[src/rtl/store_buffer_m_if.sv]
// -----------------------------------------------------------------------------
// store_buffer_m_if
// Bundles every non-clock, non-reset signal of the store buffer.
//   Pipeline store side : st_valid, st_addr, st_data -> st_ready
//   Load forwarding     : ld_addr -> ld_hit, ld_data
//   Data memory side    : mem_WE, mem_addr, mem_DataI <- mem_ack
//   Status              : count, empty, full
// slave  : the store buffer itself.
// master : the environment (pipeline + data memory).
// -----------------------------------------------------------------------------
interface store_buffer_m_if #(
    parameter int DEPTH = 4,
    parameter int AW    = 32,
    parameter int DW    = 32
);
    logic                   st_valid;
    logic [AW-1:0]          st_addr;
    logic [DW-1:0]          st_data;
    logic                   st_ready;
    logic [AW-1:0]          ld_addr;
    logic                   ld_hit;
    logic [DW-1:0]          ld_data;
    logic                   mem_WE;
    logic [AW-1:0]          mem_addr;
    logic [DW-1:0]          mem_DataI;
    logic                   mem_ack;
    logic [$clog2(DEPTH):0] count;
    logic                   empty;
    logic                   full;

    modport slave (
        input  st_valid, st_addr, st_data, ld_addr, mem_ack,
        output st_ready, ld_hit, ld_data, mem_WE, mem_addr, mem_DataI,
               count, empty, full
    );

    modport master (
        output st_valid, st_addr, st_data, ld_addr, mem_ack,
        input  st_ready, ld_hit, ld_data, mem_WE, mem_addr, mem_DataI,
               count, empty, full
    );
endinterface

[src/rtl/store_buffer_m.sv]
// -----------------------------------------------------------------------------
// store_buffer_m
// DEPTH-entry FIFO of pending word stores between the pipeline and data memory.
// Stores are accepted while not full, drained in order to memory one per
// mem_ack, and buffered data is forwarded to same-word loads (youngest wins).
// Ports:
//   ref_clk : rising-edge clock
//   rst_n   : asynchronous active-low reset, discards all pending stores
//   bus     : store_buffer_m_if.slave (store, load-forward, memory, status)
// -----------------------------------------------------------------------------
module store_buffer_m #(
    parameter int DEPTH = 4,
    parameter int AW    = 32,
    parameter int DW    = 32
) (
    input  logic                  ref_clk,
    input  logic                  rst_n,
    store_buffer_m_if.slave       bus
);
    localparam int PW = $clog2(DEPTH);
    localparam int CW = PW + 1;

    logic [PW-1:0]   wr_ptr_q, wr_ptr_d;
    logic [PW-1:0]   rd_ptr_q, rd_ptr_d;
    logic [CW-1:0]   count_q, count_d;
    logic [DEPTH-1:0] vld_q, vld_d;

    // Only word addresses are kept; byte offset bits never matter.
    logic [AW-3:0]   addr_q [DEPTH];
    logic [DW-1:0]   data_q [DEPTH];

    logic            empty_w, full_w, push, pop;
    logic            hit_w;
    logic [DW-1:0]   fwd_w;
    logic [PW-1:0]   fwd_idx;
    logic            unused_addr_lsbs;

    assign unused_addr_lsbs = ^{bus.st_addr[1:0], bus.ld_addr[1:0]};

    // Occupancy alone decides full/empty since pointers carry no wrap bit.
    assign empty_w = (count_q == '0);
    assign full_w  = (count_q == CW'(DEPTH));

    // No push-through-pop when full: acceptance depends on count only.
    assign push = bus.st_valid && !full_w;
    assign pop  = bus.mem_ack && !empty_w;

    always_comb begin
        wr_ptr_d = wr_ptr_q;
        rd_ptr_d = rd_ptr_q;
        count_d  = count_q;
        vld_d    = vld_q;
        if (push) begin
            vld_d[wr_ptr_q] = 1'b1;
            wr_ptr_d        = wr_ptr_q + PW'(1);
        end
        if (pop) begin
            vld_d[rd_ptr_q] = 1'b0;
            rd_ptr_d        = rd_ptr_q + PW'(1);
        end
        case ({push, pop})
            2'b10:   count_d = count_q + CW'(1);
            2'b01:   count_d = count_q - CW'(1);
            default: count_d = count_q;
        endcase
    end

    always_ff @(posedge ref_clk or negedge rst_n) begin
        if (!rst_n) begin
            wr_ptr_q <= '0;
            rd_ptr_q <= '0;
            count_q  <= '0;
            vld_q    <= '0;
        end else begin
            wr_ptr_q <= wr_ptr_d;
            rd_ptr_q <= rd_ptr_d;
            count_q  <= count_d;
            vld_q    <= vld_d;
        end
    end

    // Entry payload needs no reset: it is qualified by vld_q / count_q.
    always_ff @(posedge ref_clk) begin
        if (push) begin
            addr_q[wr_ptr_q] <= bus.st_addr[AW-1:2];
            data_q[wr_ptr_q] <= bus.st_data;
        end
    end

    // Walk from oldest (rd_ptr) to youngest so a later match overrides.
    // A store being pushed is not yet valid, so it cannot forward this cycle.
    always_comb begin
        hit_w   = 1'b0;
        fwd_w   = '0;
        fwd_idx = '0;
        for (int k = 0; k < DEPTH; k++) begin
            fwd_idx = rd_ptr_q + PW'(k);
            if (vld_q[fwd_idx] && (addr_q[fwd_idx] == bus.ld_addr[AW-1:2])) begin
                hit_w = 1'b1;
                fwd_w = data_q[fwd_idx];
            end
        end
    end

    assign bus.st_ready  = !full_w;
    assign bus.mem_WE    = !empty_w;
    assign bus.mem_addr  = empty_w ? '0 : {addr_q[rd_ptr_q], 2'b00};
    assign bus.mem_DataI = empty_w ? '0 : data_q[rd_ptr_q];
    assign bus.ld_hit    = hit_w;
    assign bus.ld_data   = fwd_w;
    assign bus.count     = count_q;
    assign bus.empty     = empty_w;
    assign bus.full      = full_w;
endmodule

[src/flat_wrapper.sv]
// flat-port wrapper written by rule: the top's interface ports become plain ports
module store_buffer_m_flat 
#(
    parameter int DEPTH = 4,
    parameter int AW    = 32,
    parameter int DW    = 32
)
  (ref_clk, rst_n, bus_st_valid, bus_st_addr, bus_st_data, bus_ld_addr, bus_mem_ack, bus_st_ready, bus_ld_hit, bus_ld_data, bus_mem_WE, bus_mem_addr, bus_mem_DataI, bus_count, bus_empty, bus_full);
  store_buffer_m_if #(.DEPTH(DEPTH), .AW(AW), .DW(DW)) bus_i ();
  input  logic ref_clk;
  input  logic rst_n;
  input wire logic [$bits(bus_i.st_valid)-1:0] bus_st_valid;
  input wire logic [$bits(bus_i.st_addr)-1:0] bus_st_addr;
  input wire logic [$bits(bus_i.st_data)-1:0] bus_st_data;
  input wire logic [$bits(bus_i.ld_addr)-1:0] bus_ld_addr;
  input wire logic [$bits(bus_i.mem_ack)-1:0] bus_mem_ack;
  output wire logic [$bits(bus_i.st_ready)-1:0] bus_st_ready;
  output wire logic [$bits(bus_i.ld_hit)-1:0] bus_ld_hit;
  output wire logic [$bits(bus_i.ld_data)-1:0] bus_ld_data;
  output wire logic [$bits(bus_i.mem_WE)-1:0] bus_mem_WE;
  output wire logic [$bits(bus_i.mem_addr)-1:0] bus_mem_addr;
  output wire logic [$bits(bus_i.mem_DataI)-1:0] bus_mem_DataI;
  output wire logic [$bits(bus_i.count)-1:0] bus_count;
  output wire logic [$bits(bus_i.empty)-1:0] bus_empty;
  output wire logic [$bits(bus_i.full)-1:0] bus_full;
  assign bus_i.st_valid = bus_st_valid;
  assign bus_i.st_addr = bus_st_addr;
  assign bus_i.st_data = bus_st_data;
  assign bus_i.ld_addr = bus_ld_addr;
  assign bus_i.mem_ack = bus_mem_ack;
  assign bus_st_ready = bus_i.st_ready;
  assign bus_ld_hit = bus_i.ld_hit;
  assign bus_ld_data = bus_i.ld_data;
  assign bus_mem_WE = bus_i.mem_WE;
  assign bus_mem_addr = bus_i.mem_addr;
  assign bus_mem_DataI = bus_i.mem_DataI;
  assign bus_count = bus_i.count;
  assign bus_empty = bus_i.empty;
  assign bus_full = bus_i.full;
  store_buffer_m #(.DEPTH(DEPTH), .AW(AW), .DW(DW)) u_core (.ref_clk(ref_clk), .rst_n(rst_n), .bus(bus_i));
endmodule
[config.mk]
export PLATFORM = sky130hd
export DESIGN_NAME = store_buffer_m_flat
export DESIGN_NICKNAME = d
export VERILOG_FILES = /design/src/rtl/store_buffer_m_if.sv /design/src/rtl/store_buffer_m.sv /design/src/flat_wrapper.sv
export SDC_FILE = /design/constraint.sdc
export NUM_CORES = 1
export LEC_CHECK = 0
export ABC_AREA = 1
export CAP_MARGIN = 20
export CORE_ASPECT_RATIO = 0.8
export CORE_MARGIN = 2
export CORE_UTILIZATION = 35
export CTS_BUF_LIST = sky130_fd_sc_hd__clkbuf_4
export CTS_CLUSTER_SIZE = 10
export DETAILED_ROUTE_END_ITERATION = 8
export PLACE_DENSITY = 0.57
export SYNTH_ARGS = -nofsm -noshare
export SYNTH_HDL_FRONTEND = slang
export SYNTH_SLANG_ARGS = --single-unit
[constraint.sdc]
create_clock -name ref_clk -period 13.61 [get_ports ref_clk]
set_input_delay 3.4025 -clock ref_clk [delete_from_list [all_inputs] [get_ports ref_clk]]
set_output_delay 3.4025 -clock ref_clk [all_outputs]
set_load 0.1 [all_outputs]
==> results of run 1 <==
metrics by stage:
stage          cell area (um^2)  setup slack [ns]    util  hold slack, ns
5_1_grt                   20550             2.503  0.4231          0.5884
3_3_place_gp              19530             2.639  0.4021          0.5139
6_report                  20550             2.788  0.4232          0.5368
4_1_cts                   20480             2.569  0.4218          0.5372
3_5_place_dp              19530             2.591  0.4021          0.5227
2_1_floorplan             17280             5.161       -          0.4949
final timing paths:
kind	end	slack (ns)	startpoint
setup / recovery	bus_ld_data[15]	2.79	bus_ld_addr[28]
hold / removal	u_core.vld_q[1]	0.54	u_core.vld_q[1]
setup reg to reg	u_core.rd_ptr_q[1]	10.41	u_core.rd_ptr_q[1]
hold reg to reg	u_core.vld_q[1]	0.54	u_core.vld_q[1]
max in group asynchronous	u_core.vld_q[1]	10.28	rst_n
min in group asynchronous	u_core.bus.count[0]	2.92	rst_n
sequential cells by signal (all words and copies together) (netlist names):
name / count
u_core.vld_q: 4
u_core.bus.count: 3
u_core.data_q: 128
u_core.addr_q: 120
u_core.rd_ptr_q: 2
u_core.wr_ptr_q: 2
layout by cell type (no fill, tap or decap), drive strengths merged, types with 3 or more instances in the layout:
cell type      instances
a21oi                 76
buf                   19
bufinv                 3
clkbuf                97
clkdlybuf4s50        197
clkinv                29
dfrtp                 11
diode                 17
edfxtp               248
ha                     9
inv                  203
nand2                935
nand3                334
nand3b                 6
nor2                 153
nor3                   8
o211ai                32
o21ai                264
xor2                  14
kinds of logic (layout without fill, tap and decap cells):
family                     after synthesis  in the layout  synth area share
xor gates and xnor gates                15             15          0.007604
other                                    1             19         0.0002170
buffers and inverters                  343            550           0.08589
DFF                                    259            259            0.4470
AOI/OAI and AO/OA                      373            373            0.1128
and+or+nand+nor                       1436           1436            0.3389
adders and majority gates               10             10          0.007676
worst max-delay path, cell delays in order:
cell and delay [ns]:
clkdlybuf4s50_1 0.59, inv_1 0.12, nand3_1 0.20, nand2_1 0.10, nor2_1 0.12, nand2_1 0.13, nor2_1 0.19, nand2_1 0.11
nor2_4 0.08, buf_4 0.45, inv_2 0.47, nand3_1 0.18, nand2_1 0.07, nand2_1 0.06, nand2_1 0.10, clkdlybuf4s50_1 0.99
layer usage:
metal	wire length (um)	global-route usage	vias to the layer above
met3	4625	0.05077	96
met2	25530	0.3465	643
li1	-	-	8407
met5	54	0	-
met4	1411	0.07819	8
met1	25980	0.3073	7904
layout make-up:
cell class	instances	area, um^2
flip-flops and latches	259	7730
clock inverters	35	227.7
repair buffers	216	2135
well taps	629	787.0
clock buffers	97	728.2
fillers	4933	28010
diodes	17	42.54
inverters	202	763.2
multi-input cells	1836	8138
==> summary.txt, run 1 <==
CTS
  – Reg clk slew, reported paths: 0.06 ns
  – Hold Buf Count CTS: 0
  – CTS tree: built
  – CTS resizes: 0
  – Clock root buffer: clkbuf_4
  – Clk buf depth: 3
  – CTS buffer count: 75
  – H-tree depth: 3
  – Post-CTS Setup Inserts: 0
  – Clock latency on the worst-skew pair: 0.84 ns
  – Clk sinks: 259

STA
  – RSZ-0062 raised after global routing: no
  – Skew final: 0.07060 ns
  – Relative slew slack: 0.2460
  – Pins Over Slew Limit: 0
  – Final period utilization: 0.7951
  – Tmin final: ~11 ns
  – Endpoints failing hold: 0
  – Worst-margin pin slew: approximately 1.1 ns
  – Max Freq: 0.09241 GHz
  – Total negative setup slack: 0 ns
  – Final setup vio count: 0

Critical path
  – CP endpoint kind: output port
  – Critical Path RT: 10.21 ns
  – Startpoint Class: input pin
  – Worst-path fanout max: 34
  – Arrival @ worst endpoint: 7.42 ns
  – R2R cell count: 5
  – Critical path type: in2out

Run status
  – Run status: completed

Final layout
  – Final std cells w/o fill: between 3000 and 4000
  – Ratio of cells with drive above 1 in the final layout: 0.05406
  – Area growth from synthesis to layout: 18.94%
  – Final net count: 2700

Job
  – Max cap viols: 0

Floorplan
  – Initial Util: 0.3558
  – Die Width: 252.4 um
  – Area of the core: 48560 um^2
  – Die Y: 202.7 um
  – Row cnt: 72
  – Ports: 204
  – Die area: 51170 um^2

Placement
  – Hpwl dp: 38350 um
  – Placer Congestion: 0.9049
  – PortBufs: 197
  – Dpl cells: 3141

Route
  – Wire per inst: 17.50 um
  – Via Count: between 15000 and 20000
  – Routed WL: 57600 um
  – Detailed router's first-iteration violation count: 1471
  – Vias per inst: 5.183
  – DRC errors left: 0
  – Post-DRT Antenna Nets: 0
  – Drt first pass iters: 6

Logic synthesis
  – Largest area contributor in the netlist: edfxtp_1
  – Seq/Total Area, Yosys: 0.4470
  – Top post-synthesis cells by count: nand2_1 (935), nand3_1 (334), o21ai_0 (256)
  – Most frequent cell after synthesis: nand2_1
  – Commonest register cell after synthesis: edfxtp_1
  – Cells after Synth: 2437
  – Top post-synthesis cells by area: edfxtp_1 (43%), nand2_1 (20%), nand3_1 (9.7%)
  – Synth warn: 0
  – Synth top area share: 0.4310
  – Distinct cells, synth: 27
  – Mean Syn Cell Area: 7.090 um^2
  – Synth Register Bits: 259
  – Post-synth ARST share: 0.04247
  – Synthesized area: 17280 um^2
  – EDFF count, synth: 248

Min path
  – Cell count of the worst hold path: 2
  – Worst Hold Class: reg2reg

Global routing
  – Gr usage total: 0.2238
  – Vias in the first global route: between 15000 and 20000
  – Pin count of the biggest net entering global routing: 133
  – GRT Residual Overflow: 0
  – First-pass GRT wire length: 88540 um
  – Initial antenna violation count: 14
Power of run 1 is left out: the tool's default activity adds up to more than one toggle a clock period on the data nets, which glitch-free logic cannot reach.
==> run 2, diff against run 1 <==
clock period = 10.3 ns   (was 13.61 ns; I/O delays follow)
==> run 2 against run 1 <==
Register-to-register slack lost 3.2 ns. Die area unchanged. Worst setup slack got worse by 1.5 ns. Via count fell by 0.30%. Non-clock buffer count increased by 2. Final area decreased by 0.96%. Sequential share of layout area is 0.36 points higher. Cell count down 0.55%. Global-route usage fell by 0.099 points. Flip-flop and latch count unchanged. Wire length decreased by 0.73%. Critical endpoint is now bus_ld_hit.
==> summary.txt, run 2 (synthesized netlist as in run 1, its figures left out) <==
STA
  – Final setup vio count: 0 (unchanged)
  – Pins Over Slew Limit: 0 (unchanged)
  – Worst-margin pin slew: 1.098 ns (-0.03336 ns)
  – Total negative setup slack: 0 ns (unchanged)
  – Endpoints failing hold: 0 (unchanged)
  – Final period utilization: 0.8782
  – Relative slew slack: 0.2683 (+0.02224)
  – RSZ-0062 raised after global routing: no
  – Skew final: 0.04793 ns (-0.02267 ns)
  – Tmin final: 9.046 ns
  – Max Freq: 0.1106 GHz

Floorplan
  – Initial Util: 0.3558 (unchanged)
  – Die Width: 252.4 um (unchanged)
  – Ports: 204 (unchanged)
  – Area of the core: 48560 um^2 (unchanged)
  – Row cnt: 72 (unchanged)
  – Die Y: 202.7 um (unchanged)
  – Die area: 51170 um^2 (unchanged)

Run status
  – Run status: completed

Min path
  – Worst Hold Class: reg2reg
  – Cell count of the worst hold path: 2 (unchanged)

Critical path
  – Crit-path slowest cell: clkdlybuf4s50_1
  – Startpoint Class: register
  – Critical Path RT: 7.73 ns (-2.48 ns)
  – R2R cell count: 4 (-1)
  – Crit path from: u_core.rd_ptr_q[0]
  – CP endpoint kind: output port
  – R2r setup slk: 7.23 ns (-3.18 ns)
  – CP max stage delay: 1.20 ns (+0.21 ns)
  – Reg-to-reg critical path endpoint: u_core.rd_ptr_q[1]
  – CP endpoint: bus_ld_hit
  – Most used cell, CP: nand2_1
  – Reg2reg start: u_core.rd_ptr_q[0]
  – Worst-path fanout max: 92 (+170%)
  – Critical path type: reg2out
  – Cells along the critical path: inv_4, ha_4, inv_2, buf_4, nand3_1, nand3_1, nand2_1, nor2_1, nand2_1, nor2_1, nand2_1, nor2_4, nor2_1, nand2_1, clkdlybuf4s50_1
  – Arrival @ worst endpoint: 6.47 ns (-0.95 ns)

CTS
  – Clock latency on the worst-skew pair: 0.77 ns (-0.07 ns)
  – Post-CTS Setup Inserts: 0 (unchanged)
  – CTS buffer count: 74 (-1.3%)
  – H-tree depth: 3 (unchanged)
  – CTS tree: built
  – Clk buf depth: 3 (unchanged)
  – Hold Buf Count CTS: 0 (unchanged)
  – Reg clk slew, reported paths: 0.06 ns (about the same)
  – Clock root buffer: clkbuf_4
  – Clk sinks: 259 (unchanged)
  – CTS resizes: 0 (unchanged)

Route
  – Drt first pass iters: 6 (unchanged)
  – DRC errors left: 0 (unchanged)
  – Post-DRT Antenna Nets: 0 (unchanged)
  – Routed WL: 57180 um (-0.73%)
  – Detailed router's first-iteration violation count: 1428 (-2.9%)
  – Wire per inst: 17.47 um (-0.19%)
  – Via Count: 17010 (-0.30%)
  – Vias per inst: 5.196 (+0.24%)

Final layout
  – Final net count: 2701 (+0.037%)
  – Most flop-heavy register: u_core.data_q
  – Most common cell after layout, fill and taps aside: nand2_1
  – Ratio of cells with drive above 1 in the final layout: 0.06717 (+0.01311)
  – Commonest non-fill, non-tap cells in the layout: nand2_1 (935), nand3_1 (334), o21ai_0 (256), edfxtp_1 (248), inv_1 (198)
  – Finished Cell Area: 20350 um^2 (-0.96%)
  – Largest regs: u_core.data_q: 128 flops, u_core.addr_q: 120 flops, u_core.vld_q: 4 flops
  – Area growth from synthesis to layout: 17.81%
  – Max reg flops: 128 (unchanged)

Placement
  – Hpwl dp: 38160 um (-0.50%)
  – Placed inst area: 19460 um^2 (-0.33%)
  – Placer Congestion: 0.9631 (+6.4%)
  – PortBufs: 197 (unchanged)

Global routing
  – First-pass GRT wire length: 87700 um (-0.95%)
  – Vias in the first global route: 15730 (-1.2%)
  – Pin count of the biggest net entering global routing: 156 (+17%)
  – Gr usage total: 0.2228 (-0.0009873)
  – Initial antenna violation count: 11 (-3)
  – GRT Residual Overflow: 0 (unchanged)

Job
  – Max cap viols: 0 (unchanged)
-- run 2: how the worst min path moves through the flow --
stage	from	slack (ns)	endpoint
after CTS	u_core.vld_q[1]	0.54	u_core.vld_q[1]
after global routing	u_core.vld_q[1]	0.60	u_core.vld_q[1]
after detailed placement	u_core.vld_q[1]	0.53	u_core.vld_q[1]
final	u_core.vld_q[1]	0.54	u_core.vld_q[1]
after global placement	u_core.vld_q[1]	0.52	u_core.vld_q[1]
after floorplan	u_core.vld_q[1]	0.49	u_core.vld_q[1]
-- run 2: area by class of cell --
class,instances,area (um^2)
Antenna cell,9,22.52
Clock buffer,105,788.3
Clock inverter,15,56.30
Fill cell,4880,28200
Inverter,202,763.2
Multi-Input combinational cell,1836,8138
Sequential cell,259,7730
Tap cell,629,787.0
Timing Repair Buffer,218,2069
-- run 2: layer usage --
metal | vias up | GRT usage | wire [um]
li1 | 8379 | - | -
met1 | 7898 | 0.3031 | 25980
met2 | 615 | 0.3464 | 25250
met3 | 108 | 0.05718 | 4563
met4 | 6 | 0.07122 | 1358
met5 | - | 0 | 34
-- run 2: per-stage QoR --
step / std cells / worst slack [ns] / util / hold WS [ns]
after global routing: 3270 / 0.7953 / 0.4190 / 0.5962
after CTS: 3263 / 1.207 / 0.4182 / 0.5420
after global placement: 3143 / 1.869 / 0.4008 / 0.5165
final: 3273 / 1.255 / 0.4192 / 0.5375
after floorplan: 2438 / 3.280 / - / 0.4949
after detailed placement: 3143 / 1.873 / 0.4008 / 0.5286
-- run 2: worst max-delay path, delay by kind of cell (launching register included) --
family        cells  cell delay [ns]
flops             1             1.06
fa+ha+maj         1             0.39
buf+inv           4             2.83
simple gates     10             1.35
Power of run 2 is left out for the same reason.
==> variant 1 (flow settings as in run 2) <==
`DEPTH` is set to 4 in 3 places; all go to 2.
--- a/src/rtl/store_buffer_m_if.sv
+++ b/src/rtl/store_buffer_m_if.sv
@@ -10,5 +10,5 @@
 // -----------------------------------------------------------------------------
 interface store_buffer_m_if #(
-    parameter int DEPTH = 4,
+    parameter int DEPTH = 2,
     parameter int AW    = 32,
     parameter int DW    = 32
--- a/src/rtl/store_buffer_m.sv
+++ b/src/rtl/store_buffer_m.sv
@@ -10,5 +10,5 @@
 // -----------------------------------------------------------------------------
 module store_buffer_m #(
-    parameter int DEPTH = 4,
+    parameter int DEPTH = 2,
     parameter int AW    = 32,
     parameter int DW    = 32
--- a/src/flat_wrapper.sv
+++ b/src/flat_wrapper.sv
@@ -2,5 +2,5 @@
 module store_buffer_m_flat 
 #(
-    parameter int DEPTH = 4,
+    parameter int DEPTH = 2,
     parameter int AW    = 32,
     parameter int DW    = 32
Ports: changed (resized bus_count); port bits go from 204 to 203. The function was not compared with the original's and may differ.
==> variant 1 against run 2 <==
- sequential cell count down 129
- worst setup slack better by 0.98 ns
- core utilization up 4.9 points
- routed wire length down 58%
- first-iteration DRC count down 49%
- design area down 48%
- synthesized area down 54%
- sequential share of layout area down 1.1 points
Power is left out: the tool's default activity adds up to more than one toggle a clock period on the data nets, which glitch-free logic cannot reach.
==> variant 1: results (changes against run 2) <==
share of cells above drive strength 1=6.44% (was 6.72%); clk_skew=0.0134 ns (was 0.0479 ns); uppermost layer routed=met4 (was met5); met3 WL=1130 um (was 4560 um); port bufs=196 (was 197); largest class=registers (was multi-input combinational cells); Synth async-reset ratio=4.62% (was 4.25%); path depth of the worst reg2reg path=8 (was 4); num sequential=130 (was 259); placed cells=1579 (was 3143); post-synth top area share=46.6% (was 43.1%); Register Area=0.00388 sq mm (was 0.00773 sq mm); FILL cells=2247 (was 4880); inverter count=137 (was 202); Clock Pin Slew Worst Setup and Hold Paths=0.12 ns (was 0.06 ns); WP data arrival=5.49 ns (was 6.47 ns); multi-input gates=801 (was 1836); WL met1=12100 um (was 26000 um); status=complete, no violations (unchanged); Synth Area in Compound Gates=8.24% (was 11.3%); TritonCTS Buffers=17 (was 74); DRT Pass-1 Iters=7 (was 6); clk_lat worst skew=0.55 ns (was 0.77 ns); met2 Use GR=30.9% (was 34.6%); global routing usage on met3=3.33% (was 5.72%); Regs by FF count=u_core.data_q: 64 flops, u_core.addr_q: 60 flops (was u_core.data_q: 128 flops, u_core.addr_q: 120 flops, u_core.vld_q: 4 flops); mean post-synth cell area=7.16 sq um (was 7.09 sq um); area of the multi-input gates=0.00338 sq mm (was 0.00814 sq mm); top post-synthesis cells by area=edfxtp_1 47%, nand2_1 21%, nand3_1 7.1% (was edfxtp_1 43%, nand2_1 20%, nand3_1 9.7%); Slew HR=31.5% (was 26.8%); Ant. Diodes=3 (was 9); Synth Area in Adders=0.156% (was 0.768%); Place WS=2.23 ns (was 1.87 ns); vias in the first global route=7107 (was 15726); synth unique cells=23 (was 27)
==> variant 1: worst max-delay path, delay by kind of cell <==
kind | cells | cell delay, ns
buf+inv | 5 | 2.07
simple gates | 8 | 0.82
==> variant 1: worst min-delay path by stage <==
stage	end	slack (ns)	start	cells after the start
after detailed placement	u_core.vld_q[0]	0.49	u_core.vld_q[0]	2
after global routing	u_core.vld_q[0]	0.55	u_core.vld_q[0]	2
after floorplan	u_core.vld_q[0]	0.46	u_core.vld_q[0]	2
after global placement	u_core.vld_q[0]	0.49	u_core.vld_q[0]	2
final	u_core.vld_q[0]	0.53	u_core.vld_q[0]	2
after CTS	u_core.vld_q[0]	0.52	u_core.vld_q[0]	2
==> variant 1: per-stage QoR <==
stage | hold slack (ns) | area (sq um)
final | 0.527 | 10500
after CTS | 0.524 | 10500
after detailed placement | 0.490 | 10100
after global routing | 0.546 | 10500
after global placement | 0.489 | 10100
after floorplan | 0.463 | 8000
==> variant 2 (settings of run 2) <==
Made on the original files. Make the reset (`rst_n`) synchronous in one clocked block. Comments in the files are not updated.
--- a/src/rtl/store_buffer_m.sv
+++ b/src/rtl/store_buffer_m.sv
@@ -66,5 +66,5 @@
     end
 
-    always_ff @(posedge ref_clk or negedge rst_n) begin
+    always_ff @(posedge ref_clk) begin
         if (!rst_n) begin
             wr_ptr_q <= '0;
Check against the original RTL: differs if rst_n is asserted again (counterexample within 4 cycles, from zero or initial values and one cycle with rst_n low); with rst_n held inactive, the same outputs for 4 cycles.
==> variant 2 against run 2 <==
- worst setup slack got worse by 0.13 ns
- design area grew 8.4%
- global-route usage is 1.6 points higher
- count of clock-buffer cells in the layout rose by 2
- sequential cell count rose by 2
- fmax shrank 1.4%
- sequential share of layout area shrank 3.0 points
- routed wire length rose by 16%
- synthesized area up 7.4%
- largest cell class unchanged
==> variant 2: results (changes against run 2) <==
global routing usage on met3=6.41% (was 5.72%); WL met1=29000 um (was 26000 um); met2 Use GR=36.2% (was 34.6%); post-synthesis sequential area ratio=41.5% (was 44.7%); Synth Area in Compound Gates=12.9% (was 11.3%); clock sink total=261 (was 259); first-pass GRT wire length=100000 um (was 87700 um); WP data arrival=6.60 ns (was 6.47 ns); synth cell count leaders=1029 x nand2_1, 318 x nand3_1, 248 x edfxtp_1, 244 x inv_1, 199 x o21ai_0 (was 935 x nand2_1, 334 x nand3_1, 256 x o21ai_0, 248 x edfxtp_1, 198 x inv_1); HP Start=u_core.bus.count[2] (was u_core.vld_q[1]); Worst Path Max Fanout=70 (was 92); status=complete, no violations (unchanged); clk_lat worst skew=0.81 ns (was 0.77 ns); Critical path origin=u_core.rd_ptr_q[0] (unchanged); initial antenna violation count=10 (was 11); bufs w/o clock=226 (was 218); multi-input gate share of total cell area=41.2% (was 40.0%); nets@finish=2940 (was 2701); Synth Area in Adders=0.715% (was 0.768%); share of cells above drive strength 1=6.70% (was 6.72%); hold path endpoint=u_core.bus.count[2] (was u_core.vld_q[1]); top post-synthesis cells by area=edfxtp_1 40%, nand2_1 21%, nand3_1 8.6% (was edfxtp_1 43%, nand2_1 20%, nand3_1 9.7%); met1 Resource Use GR=32.2% (was 30.3%); synth unique cells=31 (was 27); Reg-to-Reg Start=u_core.bus.count[0] (was u_core.rd_ptr_q[0]); Register Area=0.00772 sq mm (was 0.00773 sq mm); slowest stage delay, CP=0.85 ns (was 1.20 ns); Vias/cell=5.35 (was 5.20); Synth async-reset ratio=0% (was 4.25%); Placed Area=0.0211 sq mm (was 0.0195 sq mm); met3 WL=6290 um (was 4560 um); clk_skew=0.0413 ns (was 0.0479 ns); terminus of the critical flop-to-flop path=u_core.data_q[0][10] (was u_core.rd_ptr_q[1]); Routed WL=66300 um (was 57200 um)
## variant 2: changes by cell type after synthesis, moves of 31 or more
cell / change
a21oi_1: +75
a32oi_1: +32
inv_1: +46
nand2_1: +94
nor2_1: +31
o21ai_0: -57
## variant 2: power breakdown
group	internal [mW]	switching (mW)
Sequential	1.28	0.0931
Clock	0.496	0.453
Combinational	1.04	3.37
Total	2.81	3.91
## variant 2: tightest hold or removal path, stage by stage, from the launching register on
cell     delay [ns]
dfxtp_1        0.34
inv_1          0.08
a21oi_1        0.06
## variant 2: per-stage QoR
step / util [%] / hold slack [ns] / std cells / total power, mW / setup WS (ns)
6_report: 42.0 / 0.530 / 3583 / 6.72 / 1.13
5_1_grt: 42.0 / 0.580 / 3580 / 7.16 / 0.666
4_1_cts: 42.0 / 0.530 / 3574 / 6.70 / 1.17
3_5_place_dp: 40.2 / 0.505 / 3449 / 5.74 / 1.78
3_3_place_gp: 40.2 / 0.507 / 3449 / 5.67 / 1.78
2_1_floorplan: - / 0.490 / 2704 / 4.65 / 3.24
